[src/rtl/bht_update_queue.sv]
// Branch-history-table update queue: buffers resolved branches and issues them
// in order, one per cycle, to the BHT; counts branches lost to overflow.
package bht_update_queue_pkg;

    localparam int unsigned VLEN = 64;

    typedef struct packed {
        logic            valid;
        logic [VLEN-1:0] pc;
        logic            taken;
    } bht_update_t;

endpackage

module bht_update_queue
    import bht_update_queue_pkg::*;
#(
    parameter int unsigned DEPTH     = 4,
    parameter int unsigned CNT_WIDTH = 8
) (
    input  logic                 clk_i,
    input  logic                 rst_ni,
    input  logic                 flush_i,
    input  logic                 debug_mode_i,
    input  logic                 hold_i,
    input  logic                 resolved_valid_i,
    input  logic [VLEN-1:0]      resolved_pc_i,
    input  logic                 resolved_taken_i,
    output bht_update_t          bht_update_o,
    output logic                 full_o,
    output logic                 empty_o,
    output logic [CNT_WIDTH-1:0] drop_cnt_o
);

    localparam int unsigned PTR_W = (DEPTH > 1) ? $clog2(DEPTH) : 1;
    localparam int unsigned OCC_W = $clog2(DEPTH + 1);

    logic [PTR_W-1:0]     rd_ptr;
    logic [PTR_W-1:0]     wr_ptr;
    logic [OCC_W-1:0]     occ;
    logic [CNT_WIDTH-1:0] drop_cnt;

    logic [VLEN-1:0] pc_mem    [DEPTH];
    logic            taken_mem [DEPTH];

    logic full;
    logic empty;
    logic accept;
    logic pop;
    logic push;
    logic drop;

    assign full  = (occ == OCC_W'(DEPTH));
    assign empty = (occ == '0);

    // flush outranks debug, debug outranks hold; a full queue still accepts
    // when the head leaves in the same cycle
    always_comb begin
        accept = !flush_i && !debug_mode_i;
        pop    = !empty && !hold_i && accept;
        push   = resolved_valid_i && accept && (!full || pop);
        drop   = resolved_valid_i && accept && full && !pop;
    end

    always_ff @(posedge clk_i or negedge rst_ni) begin
        if (!rst_ni) begin
            rd_ptr <= '0;
            wr_ptr <= '0;
            occ    <= '0;
        end else if (flush_i) begin
            rd_ptr <= '0;
            wr_ptr <= '0;
            occ    <= '0;
        end else begin
            if (push) begin
                wr_ptr <= wr_ptr + PTR_W'(1);
            end
            if (pop) begin
                rd_ptr <= rd_ptr + PTR_W'(1);
            end
            case ({push, pop})
                2'b10:   occ <= occ + OCC_W'(1);
                2'b01:   occ <= occ - OCC_W'(1);
                default: occ <= occ;
            endcase
        end
    end

    always_ff @(posedge clk_i or negedge rst_ni) begin
        if (!rst_ni) begin
            drop_cnt <= '0;
        end else if (drop && (drop_cnt != '1)) begin
            drop_cnt <= drop_cnt + CNT_WIDTH'(1);
        end
    end

    // payload is only visible behind a non-empty occupancy, so it needs no reset
    always_ff @(posedge clk_i) begin
        if (push) begin
            pc_mem[wr_ptr]    <= resolved_pc_i;
            taken_mem[wr_ptr] <= resolved_taken_i;
        end
    end

    always_comb begin
        bht_update_o       = '0;
        bht_update_o.valid = pop;
        bht_update_o.pc    = pc_mem[rd_ptr];
        bht_update_o.taken = taken_mem[rd_ptr];
    end

    assign full_o     = full;
    assign empty_o    = empty;
    assign drop_cnt_o = drop_cnt;

endmodule

[config.mk]
export PLATFORM = sky130hd
export DESIGN_NAME = bht_update_queue
export DESIGN_NICKNAME = d
export VERILOG_FILES = /design/src/rtl/bht_update_queue.sv
export SDC_FILE = /design/constraint.sdc
export NUM_CORES = 1
export LEC_CHECK = 0
export ABC_AREA = 1
export CORE_ASPECT_RATIO = 0.5
export CORE_MARGIN = 1.5
export CORE_UTILIZATION = 54
export DETAILED_ROUTE_END_ITERATION = 8
export GPL_TIMING_DRIVEN = 1
export PLACE_DENSITY = 0.85
export SYNTH_ARGS = -nofsm -noshare
export SYNTH_HDL_FRONTEND = slang
export SYNTH_SLANG_ARGS = --single-unit
[constraint.sdc]
create_clock -name clk_i -period 4.8 [get_ports clk_i]
set_input_delay 0.72 -clock clk_i [delete_from_list [all_inputs] [get_ports clk_i]]
set_output_delay 0.72 -clock clk_i [all_outputs]
set_load 0.02 [all_outputs]
After elaboration in Yosys (flattened, before gate mapping):

Memories as Yosys holds them, arrays and structs flattened.
Index checks and enable logic that the tools add are counted.

* $add $sub $neg: 5
* eq/ne operators: 4
* multiplexer cells: 8
* reduce and logical (&&, ||, !) cells: 19

Operators with widths (number)
* adder 8 x 1 -> 8 bit, second input constant: 1
* logical AND 1 bit: 8
* two-way mux 2 bit: 4
* inequality test 8 bit, second input constant: 1
* logical NOT 1 bit: 6
* case mux 3 bit (2 select lines): 1
* adder 2 x 1 -> 2 bit, second input constant: 2
* nonzero test 2 bit: 2
* adder 3 x 1 -> 3 bit, second input constant: 1
* equality test 3 bit, second input constant: 1
* logical NOT 3 bit: 1
* two-way mux 3 bit: 1
* nonzero test 3 bit: 1
* subtractor 3 x 1 -> 3 bit, second input constant: 1
* equality test 2 x 1 -> 1 bit, second input constant: 1
* equality test 2 bit, second input constant: 1
* two-way mux 1 bit: 2
* logical OR 1 bit: 1

* memory bits (writable): 260
* input port bits: 71
* register bits: 15
* logic and storage cells: 42
* output and inout port bits: 76
* memories: 2

Memories
* pc_mem: depth 4, bits a word 64, read ports 1, clocked after memory_dff 0, wr ports 1, RTL line 43 `logic [VLEN-1:0] pc_mem [DEPTH];`
* taken_mem: depth 4, bits a word 1, read ports 1, clocked after memory_dff 0, wr ports 1, RTL line 44 `logic taken_mem [DEPTH];`

Depth between registers and ports, before layout:

Gate-level depths: netlist (run 1).

* depth in word-level cells: 9
* depth in mapped cells: 13
* gate-level depth less buffers: 13

Worst setup path before layout (run 1):

OpenSTA, ideal clock, no wires.

* path kind: input port to flip-flop
* start point: in flush_i
* end point: mem pc_mem[0][0], enable pin
* path buffers: 1
* setup time: 0.488 ns
* required time: 4.312 ns
* slack: 0.418 ns
* arrival: 3.894 ns
* cell stages on the path: 6
* cell sequence: inv_1 > buf_6 > nand3_4 > inv_1 > o21ai_2 > nor2_1

* longest elaborated chain between the ends: 7
* elaborated cells between the ends (all ways): 8
* classes of those cells: 2 x mux; 6 x reduce/logical

Ends and longest elaborated chain
* start, declared: RTL line 23 `input logic flush_i,`
* logical NOT 1 bit *: RTL line 59 `accept = !flush_i && !debug_mode_i;`
* logical AND 1 bit *: RTL line 59
* logical AND 1 bit: RTL line 60 `pop = !empty && !hold_i && accept;`
* logical OR 1 bit: RTL line 61 `push = resolved_valid_i && accept && (!full || pop);`
* logical AND 1 bit *: RTL line 61
* two-way mux 1 bit *: RTL line 99 `if (push) begin`
* two-way mux 1 bit (implied by the code) *: RTL line 100 `pc_mem[wr_ptr] <= resolved_pc_i;`
* end, declared: RTL line 43

Mark *: on every way between the ends. The rest lies on a longest branch, timed or not.

==> flow_metrics.py, run 1 <==
metrics = {
    "sta": {
        "fin_skew_ns": 0.0132,
        "drv_slew": 0,
        "finalSetupTns_ns": 0,
        "max_freq_mhz": 251,
        "slew_headroom": 0.524,
        "fin_crit_sh": 0.831,
        "hold_viol_final": 0,
        "rsz0062_at_grt": "false",
        "setup-violations-final": 0,
        "timing.final.crit_period_ns": 3.99,
        "tightestPinTransition_ns": 0.714,
    },
    "setup_path": {
        "worstPathArrival_ns": 3.27,
        "cpPeakStageDelay_ns": 0.83,
        "worstSetupPathType": "register to output pin",
        "slowest_stage": "dfrtp_4",
        "cp_max_fo": 74,
        "worst_ep_required_time_ns": 4.08,
        "cp-start-kind": "register",
        "end_kind": "output pin",
        "cp_cell_sequence": "buf_4, o21ai_0, o22ai_1, clkdlybuf4s50_1",
    },
    "grt": {
        "grt_pass1_wl_um": 34400,
        "grt_max_degree": 75,
        "antenna_found_initial": 1,
        "grt_overflow": 0,
        "first_global_vias": 6603,
        "grt.total_usage": 0.216,
    },
    "clock_network": {
        "cts_root_buf": "clkbuf_16",
        "holdBufCountCts": 0,
        "cts_tree": "yes",
        "cts-buffers-inserted": 24,
        "cts.sinks": 275,
        "postCtsSetupBuffers": 0,
        "cts_resized": 0,
        "clock_path_buffers": 3,
        "h-tree-depth": 1,
        "clkLatencyLatePin_ns": 0.51,
        "cts.clk_slew.worst_paths_ns": 0.06,
    },
    "floorplanning": {
        "io_pins": 147,
        "fp.dieW_um": 201,
        "rows": 35,
        "die_h_um": 102,
        "start_util": 0.564,
        "dieArea_mm2": 0.0205,
        "core_area_mm2": 0.0188,
    },
    "logic_synthesis": {
        "synthSimpleGateAreaFrac": 0.0733,
        "postSynthCellCount": 750,
        "synth_top_area_frac": 0.737,
        "postSynthAreaPerCell_um2": 14.1,
        "synth_compound_area_frac": 0.104,
        "ys_types": 27,
        "synth_xor_area_frac": 0.00732,
        "synth_fa_ha_area_frac": 0.00779,
        "synth_top_family_by_area": "compound AO/OA/AOI/OAI gates",
        "syn_nets": 827,
        "synth_top_cell_by_area": "edfxtp_1",
        "synth_area_leaders": "edfxtp_1, o21ai_0, nor2_1",
        "syn-cell-area_mm2": 0.0106,
        "seq_area_frac_synth": 0.772,
        "ys_ff_latch": 275,
        "yosys_warnings": 0,
        "synth.area.mux_share": 0,
    },
    "placement": {
        "hpwl_um": 12800,
        "port_buffers": 146,
        "place_congestion": 0.782,
    },
    "hold_path": {
        "hp-class": "register to register",
    },
    "routing": {
        "vias": 6589,
        "drt_wl_total_um": 22300,
        "drt_first_pass_iters": 5,
        "drt-initial-drc-count": 445,
        "ant_nets": 0,
        "via_per_inst": 5.65,
        "drc": 0,
        "wl_per_cell_um": 19.1,
    },
    "final_layout": {
        "nets": 967,
        "multiInputGateArea_mm2": 0.00207,
        "fill_cells": 1212,
        "post_route_cells_drive_above_1_share": 0.0717,
        "post-route-util": 0.694,
        "syn2layout_area_growth_pct": 23.0,
        "regArea_mm2": 0.00819,
    },
    "flow_run": {
        "maxCapViolations": 0,
    },
    "power": {
        "power_density_mw_per_mm2": 389,
        "power.leakage_nw": 4.47,
        "ir_drop_mv": 0.321,
    },
    "run_status": {
        "status": "complete, no violations",
    },
}
-- logic make-up after synthesis --
| logic type | Yosys count |
|---|---|
| simple gates | 188 |
| buf+inv | 69 |
| flops | 275 |
| compound gates | 204 |
| xor+xnor | 8 |
| fa+ha+maj | 6 |
-- layer usage --
layer / vias to the layer above / share of wire / GRT usage
met4: 0 / 0.019 / 0.0613
met1: 3284 / 0.42 / 0.282
met2: 219 / 0.51 / 0.385
met5: - / 0 / 0
met3: 28 / 0.054 / 0.0335
li1: 3058 / - / -
-- critical path, delay by kind of cell (launching register included) --
kind / cells / cell delay [ns]
flip-flops: 1 / 0.83
AO/OA/AOI/OAI: 2 / 0.52
buffers and inverters: 2 / 1.35
-- report_power, final --
group	total, W	leakage, nW	internal, W	switching [W]
Combinational	0.000438	1.53	0.000185	0.000253
Sequential	0.00271	2.55	0.00268	0.0000269
Clock	0.00192	0.389	0.00112	0.000807
Total	0.00507	4.47	0.00398	0.00109
-- metrics by stage --
step                      instance area (µm²)  hold WS, ns  setup slack [ns]  cells  total power, W
after global placement                  12200        0.525              1.44   1123         0.00318
final                                   13000        0.548             0.810   1167         0.00507
after CTS                               13000        0.555             0.806   1166         0.00510
after floorplan                         10600        0.424             0.418    750         0.00297
after detailed placement                12200        0.537              1.36   1123         0.00319
after global routing                    13000        0.586             0.642   1166         0.00524
-- final cells by class --
class                      count  area share
clock inverter                13      0.0110
sequential                   275       0.628
clock buffer                  30      0.0494
timing repair buffer         159       0.121
tap                          259      0.0249
multi-input combinational    406       0.159
inverter                      24     0.00710
antenna                        1    0.000192
-- cells in the final DEF (no fill, tap or decap), drive strengths merged --
cell	instances
clkdlybuf4s50	146
o22ai	65
buf	13
a21oi	2
nand2	33
fa	1
ha	5
xor2	3
bufinv	3
diode	1
inv	24
nor3	1
xnor2	5
nand4	4
clkbuf	30
nor2	138
nand3	12
clkinv	10
dfrtp	15
edfxtp	260
o21ai	137
-- registers in the layout, indices dropped and copies added (netlist names) --
name        cells
taken_mem       4
wr_ptr          2
occ             3
pc_mem        256
drop_cnt_o      8
rd_ptr          2
-- path summary, 6_finish.rpt --
check                              start  depth (start not counted)               end  slack, ns
min in group asynchronous         rst_ni                          1     drop_cnt_o[7]       0.63
min                        drop_cnt_o[1]                          2     drop_cnt_o[1]       0.55
max                            rd_ptr[0]                          4  bht_update_o[53]       0.81
max reg2reg                    rd_ptr[0]                          5         rd_ptr[0]       2.67
max in group asynchronous         rst_ni                          1         rd_ptr[0]       3.66
min reg2reg                drop_cnt_o[1]                          2     drop_cnt_o[1]       0.55
-- cells in the mapped netlist --
master,instances
nand4_1,4
xnor2_1,4
nor3_1,1
o21ai_2,1
nand2_1,33
fa_1,1
nand3_4,1
inv_1,23
buf_4,2
nor2_1,137
o22ai_1,65
clkbuf_1,21
edfxtp_1,260
buf_2,9
inv_4,1
nand3_2,5
buf_6,12
o21ai_0,109
nand3_1,6
dfrtp_1,15
clkbuf_2,1
ha_1,5
xnor2_2,1
a21oi_1,2
nor2_4,1
o21ai_1,27
xor2_1,3
Note: power is estimated with default switching activity, not from simulation.
==> run 2, diff against run 1 <==
Clock period 4.8 ns to 3.8 ns, I/O delays scaled along.
==> run 2 against run 1 <==
Against the previous run: flip-flop and latch count unchanged; combinational power increased by 30%; critical path type unchanged; count of clock-buffer cells in the layout decreased by 3; worst setup slack got worse by 0.34 ns; clock power increased by 18%; core utilization decreased by 0.15 points; sequential share of layout area increased by 0.14 points; die area unchanged.
==> flow_metrics.py, run 2 (synthesized netlist as in run 1, its figures left out) <==
metrics = {
    "routing": {
        "via_per_inst": 5.62,
        "drt_first_pass_iters": 5,
        "top_layer": "met4",
        "drc": 0,
        "vias": 6544,
        "wl_met1_um": 9190,
        "drt_wl_total_um": 22000,
        "ant_nets": 0,
        "wl_per_cell_um": 18.9,
        "met3_wirelength_um": 1200,
        "wl_met2_um": 11100,
        "drt-initial-drc-count": 429,
    },
    "sta": {
        "tightestPinTransition_ns": 0.745,
        "max_freq_mhz": 300,
        "slew_headroom": 0.504,
        "timing.final.ws_setup_ns": 0.468,
        "fin_crit_sh": 0.877,
        "setup-violations-final": 0,
        "timing.final.crit_period_ns": 3.33,
        "hold_viol_final": 0,
        "drv_slew": 0,
        "finalSetupTns_ns": 0,
        "rsz0062_at_grt": "false",
        "fin_skew_ns": 0.0138,
    },
    "final_layout": {
        "largest_reg_flops": 256,
        "finalNonFillerCells": 1164,
        "stdcell_area_mm2": 0.0130,
        "multiInputGateArea_mm2": 0.00207,
        "layout_commonest_cell": "edfxtp_1",
        "fill_cells": 1216,
        "syn2layout_area_growth_pct": 22.8,
        "post_route_cells_drive_above_1_share": 0.0730,
        "nets": 967,
        "final_cell_mix": "edfxtp_1, clkdlybuf4s50_1, nor2_1",
        "regArea_mm2": 0.00819,
        "top_register": "pc_mem",
    },
    "clock_network": {
        "cts_root_buf": "clkbuf_16",
        "cts-buffers-inserted": 24,
        "h-tree-depth": 1,
        "clock_path_buffers": 3,
        "cts_resized": 0,
        "cts.clk_slew.worst_paths_ns": 0.06,
        "cts_tree": "yes",
        "clkLatencyLatePin_ns": 0.52,
        "postCtsSetupBuffers": 0,
        "cts.sinks": 275,
        "holdBufCountCts": 0,
    },
    "power": {
        "p_sw_w": 0.00138,
        "combPwrFrac": 0.091,
        "power.leakage_nw": 4.45,
        "swShare": 0.221,
        "ir_drop_mv": 0.336,
        "power_frac_seq": 0.546,
        "clkPwrFrac": 0.363,
        "power_density_mw_per_mm2": 479,
        "intPower_w": 0.00486,
    },
    "setup_path": {
        "r2r_start": "occ[0]",
        "cp-start-kind": "register",
        "worst_ep_required_time_ns": 3.23,
        "worstPathArrival_ns": 2.76,
        "cpPeakStageDelay_ns": 0.66,
        "r2r_cells": 5,
        "slowest_stage": "clkdlybuf4s50_1",
        "r2r-end": "pc_mem[3][31]",
        "reg2reg_slack_ns": 1.90,
        "end_kind": "output pin",
        "cp_max_fo": 53,
        "cp_cell_sequence": "inv_4, buf_12, o21ai_0, o22ai_1, clkdlybuf4s50_1",
        "worstSetupPathType": "register to output pin",
    },
    "grt": {
        "first_global_vias": 6606,
        "grt_pass1_wl_um": 34300,
        "grt_max_degree": 132,
        "grt_overflow": 0,
        "antenna_found_initial": 1,
        "grt.total_usage": 0.216,
    },
    "placement": {
        "hpwl_um": 12600,
        "pre_cts_slack_ns": 0.792,
        "dpl_cell_area_mm2": 0.0123,
        "place_inst": 1123,
        "place_congestion": 0.791,
        "port_buffers": 146,
    },
    "floorplanning": {
        "dieArea_mm2": 0.0205,
        "die_h_um": 102,
        "core_area_mm2": 0.0188,
        "rows": 35,
        "fp.dieW_um": 201,
        "start_util": 0.564,
        "io_pins": 147,
    },
    "flow_run": {
        "maxCapViolations": 0,
    },
    "hold_path": {
        "hp-class": "input port to asynchronous set/reset pin",
    },
    "run_status": {
        "status": "complete, no violations",
    },
}
[run 2: critical path, delay by kind of cell, from the launching register on]
family          cells  cell delay [ns]
buf+inv             3             1.35
flops               1             0.51
compound gates      2             0.32
[run 2: layout make-up]
cell class,instances,share of cell area
diodes,1,0.000192
flip-flops and latches,275,0.629
clock buffers,27,0.0470
well taps,259,0.0249
multi-input cells,406,0.159
repair buffers,159,0.124
clock inverters,13,0.00846
inverters,24,0.00712
[run 2: power by group through the flow]
stage / Clock (W) / Combinational, W / Sequential, W
after floorplan: 0 / 0.000284 / 0.00347
after global routing: 0.00242 / 0.000614 / 0.00341
after detailed placement: 0 / 0.000570 / 0.00347
after global placement: 0 / 0.000553 / 0.00347
after CTS: 0.00230 / 0.000572 / 0.00340
final: 0.00226 / 0.000568 / 0.00341
[run 2: metal layers]
| layer | up-vias | global-route usage |
|---|---|---|
| li1 | 3057 | - |
| met1 | 3252 | 0.283 |
| met2 | 193 | 0.380 |
| met3 | 42 | 0.0332 |
| met4 | 0 | 0.0682 |
| met5 | - | 0 |
[run 2: worst max-delay path by stage]
| stage | from | endpoint | slack (ns) |
|---|---|---|---|
| 3_3_place_gp | flush_i | bht_update_o[65] | 0.85 |
| 4_1_cts | rd_ptr[0] | bht_update_o[4] | 0.46 |
| 6_report | rd_ptr[0] | bht_update_o[4] | 0.47 |
| 2_1_floorplan | flush_i | pc_mem[0][0] | -0.43 |
| 3_5_place_dp | flush_i | bht_update_o[65] | 0.79 |
| 5_1_grt | rd_ptr[0] | bht_update_o[13] | 0.36 |
[run 2: through the flow]
step | util | hold slack (ns) | total power [W]
after floorplan | - | 0.274 | 0.00376
after global placement | 0.654 | 0.530 | 0.00402
after detailed placement | 0.654 | 0.538 | 0.00404
after CTS | 0.692 | 0.498 | 0.00628
after global routing | 0.693 | 0.517 | 0.00644
final | 0.693 | 0.487 | 0.00624
==> run 3, diff against run 2 <==
Settings changed: CTS_CLUSTER_SIZE from default to 20.
==> results of run 3 <==
Same layout as run 2: the final DEF is identical, and so are final timing and power.
==> variant 1 (config.mk and constraints of run 2) <==
`DEPTH`: 4 -> 8.
--- a/src/rtl/bht_update_queue.sv
+++ b/src/rtl/bht_update_queue.sv
@@ -16,5 +16,5 @@
     import bht_update_queue_pkg::*;
 #(
-    parameter int unsigned DEPTH     = 4,
+    parameter int unsigned DEPTH     = 8,
     parameter int unsigned CNT_WIDTH = 8
 ) (
Formal check against the unedited RTL: not equivalent (Yosys sat finds a counterexample within 10 cycles, from zero or initial values and one cycle with rst_ni low).
==> variant 1 against run 2 <==
  * Routed wire length increased by 110%
  * Synthesized area increased by 100%
  * Synthesized cell count increased by 95%
  * Design area increased by 91%
  * Critical endpoint is now bht_update_o[46]
  * First-iteration DRC count increased to 3.3 times the old value
  * Total power increased by 87%
  * Worst setup slack got worse by 0.24 ns
  * Combinational power decreased by 16%
  * Final cell count increased by 87%
  * Sequential share of layout area increased by 1.6 points
  * Sequential cell count increased by 263
  * Non-clock buffer count increased by 23
  * Register-to-register slack got worse by 0.35 ns
  * Sequential power increased by 92%
==> variant 1: results <==
export IMPL_status="complete, no violations"
export IMPL_seq_area_frac_synth_pct=75.6
export IMPL_num_antenna_cells=0
export IMPL_reg2reg_depth=7
export IMPL_grt_usage_pct=23.0
export IMPL_clk_latency_ns=0.56
export IMPL_synthXorXnorAreaFrac_pct=0.371
export IMPL_drive_gt1_share_pct=7.67
export IMPL_grt_util_met3_pct=3.43
export IMPL_synth_common_cells="edfxtp_1 (520), nand2_1 (242), nor2_1 (146), o22ai_1 (131)"
export IMPL_largest_reg_flops=512
export IMPL_p_comb_uw=475
export IMPL_placed_cell_area_um2=23400
export IMPL_max_stage_delay_ns=0.72
export IMPL_seq_cell_power_mw=6.55
export IMPL_grt_pass1_wl_mm=71.8
export IMPL_synth_edf_count=520
export IMPL_reg2reg_slack_ns=1.55
export IMPL_routed_via_density=5.95
export IMPL_met2_length_mm=24.2
export IMPL_antenna_found_initial=0
export IMPL_met1_usage_pct=29.3
export IMPL_dr_pass1_iters=6
export IMPL_dr_wl_met3_mm=3.24
export IMPL_placedCellCount=2090
export IMPL_fin_worst_skew_ns=0.0178
export IMPL_first_iter_violations=1400
export IMPL_post_place_ws_ns=0.770
export IMPL_synth_area_top_cells="edfxtp_1 (73%), mux2i_1 (6.1%), nand2_1 (4.3%)"
export IMPL_cts_inserted_buffers=46
export IMPL_cp_slowest_cell="dfrtp_4"
export IMPL_reg2reg_to="pc_mem[2][20]$_DFFE_PP_"
export IMPL_syn_inst=1466
export IMPL_grt_max_degree=81
export IMPL_worst_slew_pin_slew_ns=0.984
export IMPL_finalCritPeriodShare_pct=93.9
export IMPL_routedWlPerCell_um=21.7
export IMPL_synth_fa_ha_area_share_pct=0.388
export IMPL_drt_met1_wl_mm=18.0
export IMPL_vdd_drop_max_mv=0.324
export IMPL_grt_pass1_vias=12951
export IMPL_met2_usage_pct=40.6
export IMPL_synthArstFlopShare_pct=3.35
export IMPL_p_leak_nw=8.12
export IMPL_synthMuxAreaShare_pct=6.12
export IMPL_worstPathArrival_ns=3.00
variant 1: cell types whose count changed after synthesis, sizes merged, moves of 9 or more:
cell,run 2,this run
o22ai,65,131
nand2,33,243
clkbuf,22,39
mux2i,0,130
nor2,138,147
edfxtp,260,520
buf,23,49
variant 1: layout make-up:
class,count,area [um2]
multi-input combinational,822,4610
clock buffer,51,1190
tap,530,663
sequential,538,16100
inverter,18,70.1
clock inverter,31,290
fill,2451,14000
timing repair buffer,182,2010
variant 1: worst max path at each step:
| stage | start | endpoint | depth (start not counted) |
|---|---|---|---|
| global placement | flush_i | pc_mem[2][20]$_DFFE_PP_ | 9 |
| global route | rd_ptr[1]$_DFFE_PN0P_ | bht_update_o[46] | 6 |
| finish | rd_ptr[1]$_DFFE_PN0P_ | bht_update_o[46] | 6 |
| detailed placement | flush_i | pc_mem[2][17]$_DFFE_PP_ | 9 |
| floorplan | flush_i | pc_mem[0][0]$_DFFE_PP_ | 7 |
| CTS | rd_ptr[1]$_DFFE_PN0P_ | bht_update_o[46] | 6 |
==> variant 2 (config.mk and constraints of run 2) <==
Made on the original files. Register the input `debug_mode_i` before use. The logic sees it one clock later. The other inputs are not delayed to match.
--- a/src/rtl/bht_update_queue.sv
+++ b/src/rtl/bht_update_queue.sv
@@ -36,4 +36,10 @@
     localparam int unsigned OCC_W = $clog2(DEPTH + 1);
 
+    logic debug_mode_q;
+
+    always_ff @(posedge clk_i) begin
+        debug_mode_q <= debug_mode_i;
+    end
+
     logic [PTR_W-1:0]     rd_ptr;
     logic [PTR_W-1:0]     wr_ptr;
@@ -57,5 +63,5 @@
     // when the head leaves in the same cycle
     always_comb begin
-        accept = !flush_i && !debug_mode_i;
+        accept = !flush_i && !debug_mode_q;
         pop    = !empty && !hold_i && accept;
         push   = resolved_valid_i && accept && (!full || pop);
Function: changed (a bounded check fails within 4 cycles, from zero or initial values and one cycle with rst_ni low).
==> variant 2 against run 2 <==
  * Maximum frequency shrank 1.7%
  * Core utilization grew 0.70 points
  * Total power grew 2.9%
  * Sequential cell count grew 1
  * Count of clock-buffer cells in the layout grew 2
  * Synthesized area shrank 0.32%
  * Design area grew 1.0%
  * Routed wire length grew 3.6%
  * Combinational power shrank 6.9%
  * Register-to-register slack lost 0.39 ns
  * Die area shrank 0.31%
  * Worst setup slack lost 0.057 ns
  * First-iteration DRC count grew 11%
  * Sequential share of layout area shrank 0.48 points
  * Largest cell class unchanged
==> variant 2: results <==
export IMPL_p_leak_nw=4.50
export IMPL_grt_usage_pct=22.0
export IMPL_status="complete, no violations"
export IMPL_dr_wl_met3_mm=1.37
export IMPL_met2_usage_pct=38.3
export IMPL_num_antenna_cells=0
export IMPL_synth_compound_area_share_pct=10.4
export IMPL_seqPwrFrac_pct=52.9
export IMPL_vdd_drop_max_mv=0.288
export IMPL_reg2reg_depth=7
export IMPL_reg2reg_slack_ns=1.51
export IMPL_met2_length_mm=11.5
export IMPL_reg2reg_to="pc_mem[3][25]$_DFFE_PP_"
export IMPL_syn_nets=829
export IMPL_worst_slew_pin_slew_ns=0.745
export IMPL_crit_end="bht_update_o[15]"
export IMPL_synthXorXnorAreaFrac_pct=0.734
export IMPL_setup_worst_path_start="rd_ptr[1]$_DFFE_PN0P_"
export IMPL_first_iter_violations=475
export IMPL_met1_usage_pct=28.7
export IMPL_internal_power_mw=5.04
export IMPL_grt_pass1_vias=6697
export IMPL_synth_common_cells="edfxtp_1 (260), nor2_1 (135), o21ai_0 (125), o22ai_1 (65), nand2_1 (33)"
export IMPL_crit_path_max_fanout=40
export IMPL_drive_gt1_share_pct=7.69
export IMPL_synth_area_top_cells="edfxtp_1 (74%), o21ai_0 (5.9%), nor2_1 (4.8%)"
[variant 2: cell count changes in the layout (fill, tap and decap cells not counted), sizes merged]
cell	delta
buf	+1
bufinv	+3
clkbuf	+2
clkinv	-2
dfxtp	+1
diode	-1
inv	-1
nand2	+4
o21ai	-2
xnor2	+1
xor2	-1
[variant 2: layout make-up]
type / count / area [um2]
flip-flops and latches: 276 / 8210
clock inverters: 13 / 180
multi-input cells: 408 / 2070
well taps: 259 / 324
repair buffers: 160 / 1640
inverters: 24 / 95.1
fillers: 1201 / 5640
clock buffers: 29 / 619
[variant 2: metrics by stage]
stage	area [um2]	hold slack (ns)	setup WS (ns)	instances
after global routing	13100	0.523	0.298	1169
after floorplan	10600	0.274	-0.503	752
after global placement	12300	0.525	0.856	1127
after CTS	13100	0.497	0.407	1169
final	13100	0.481	0.411	1169
after detailed placement	12300	0.545	0.791	1127
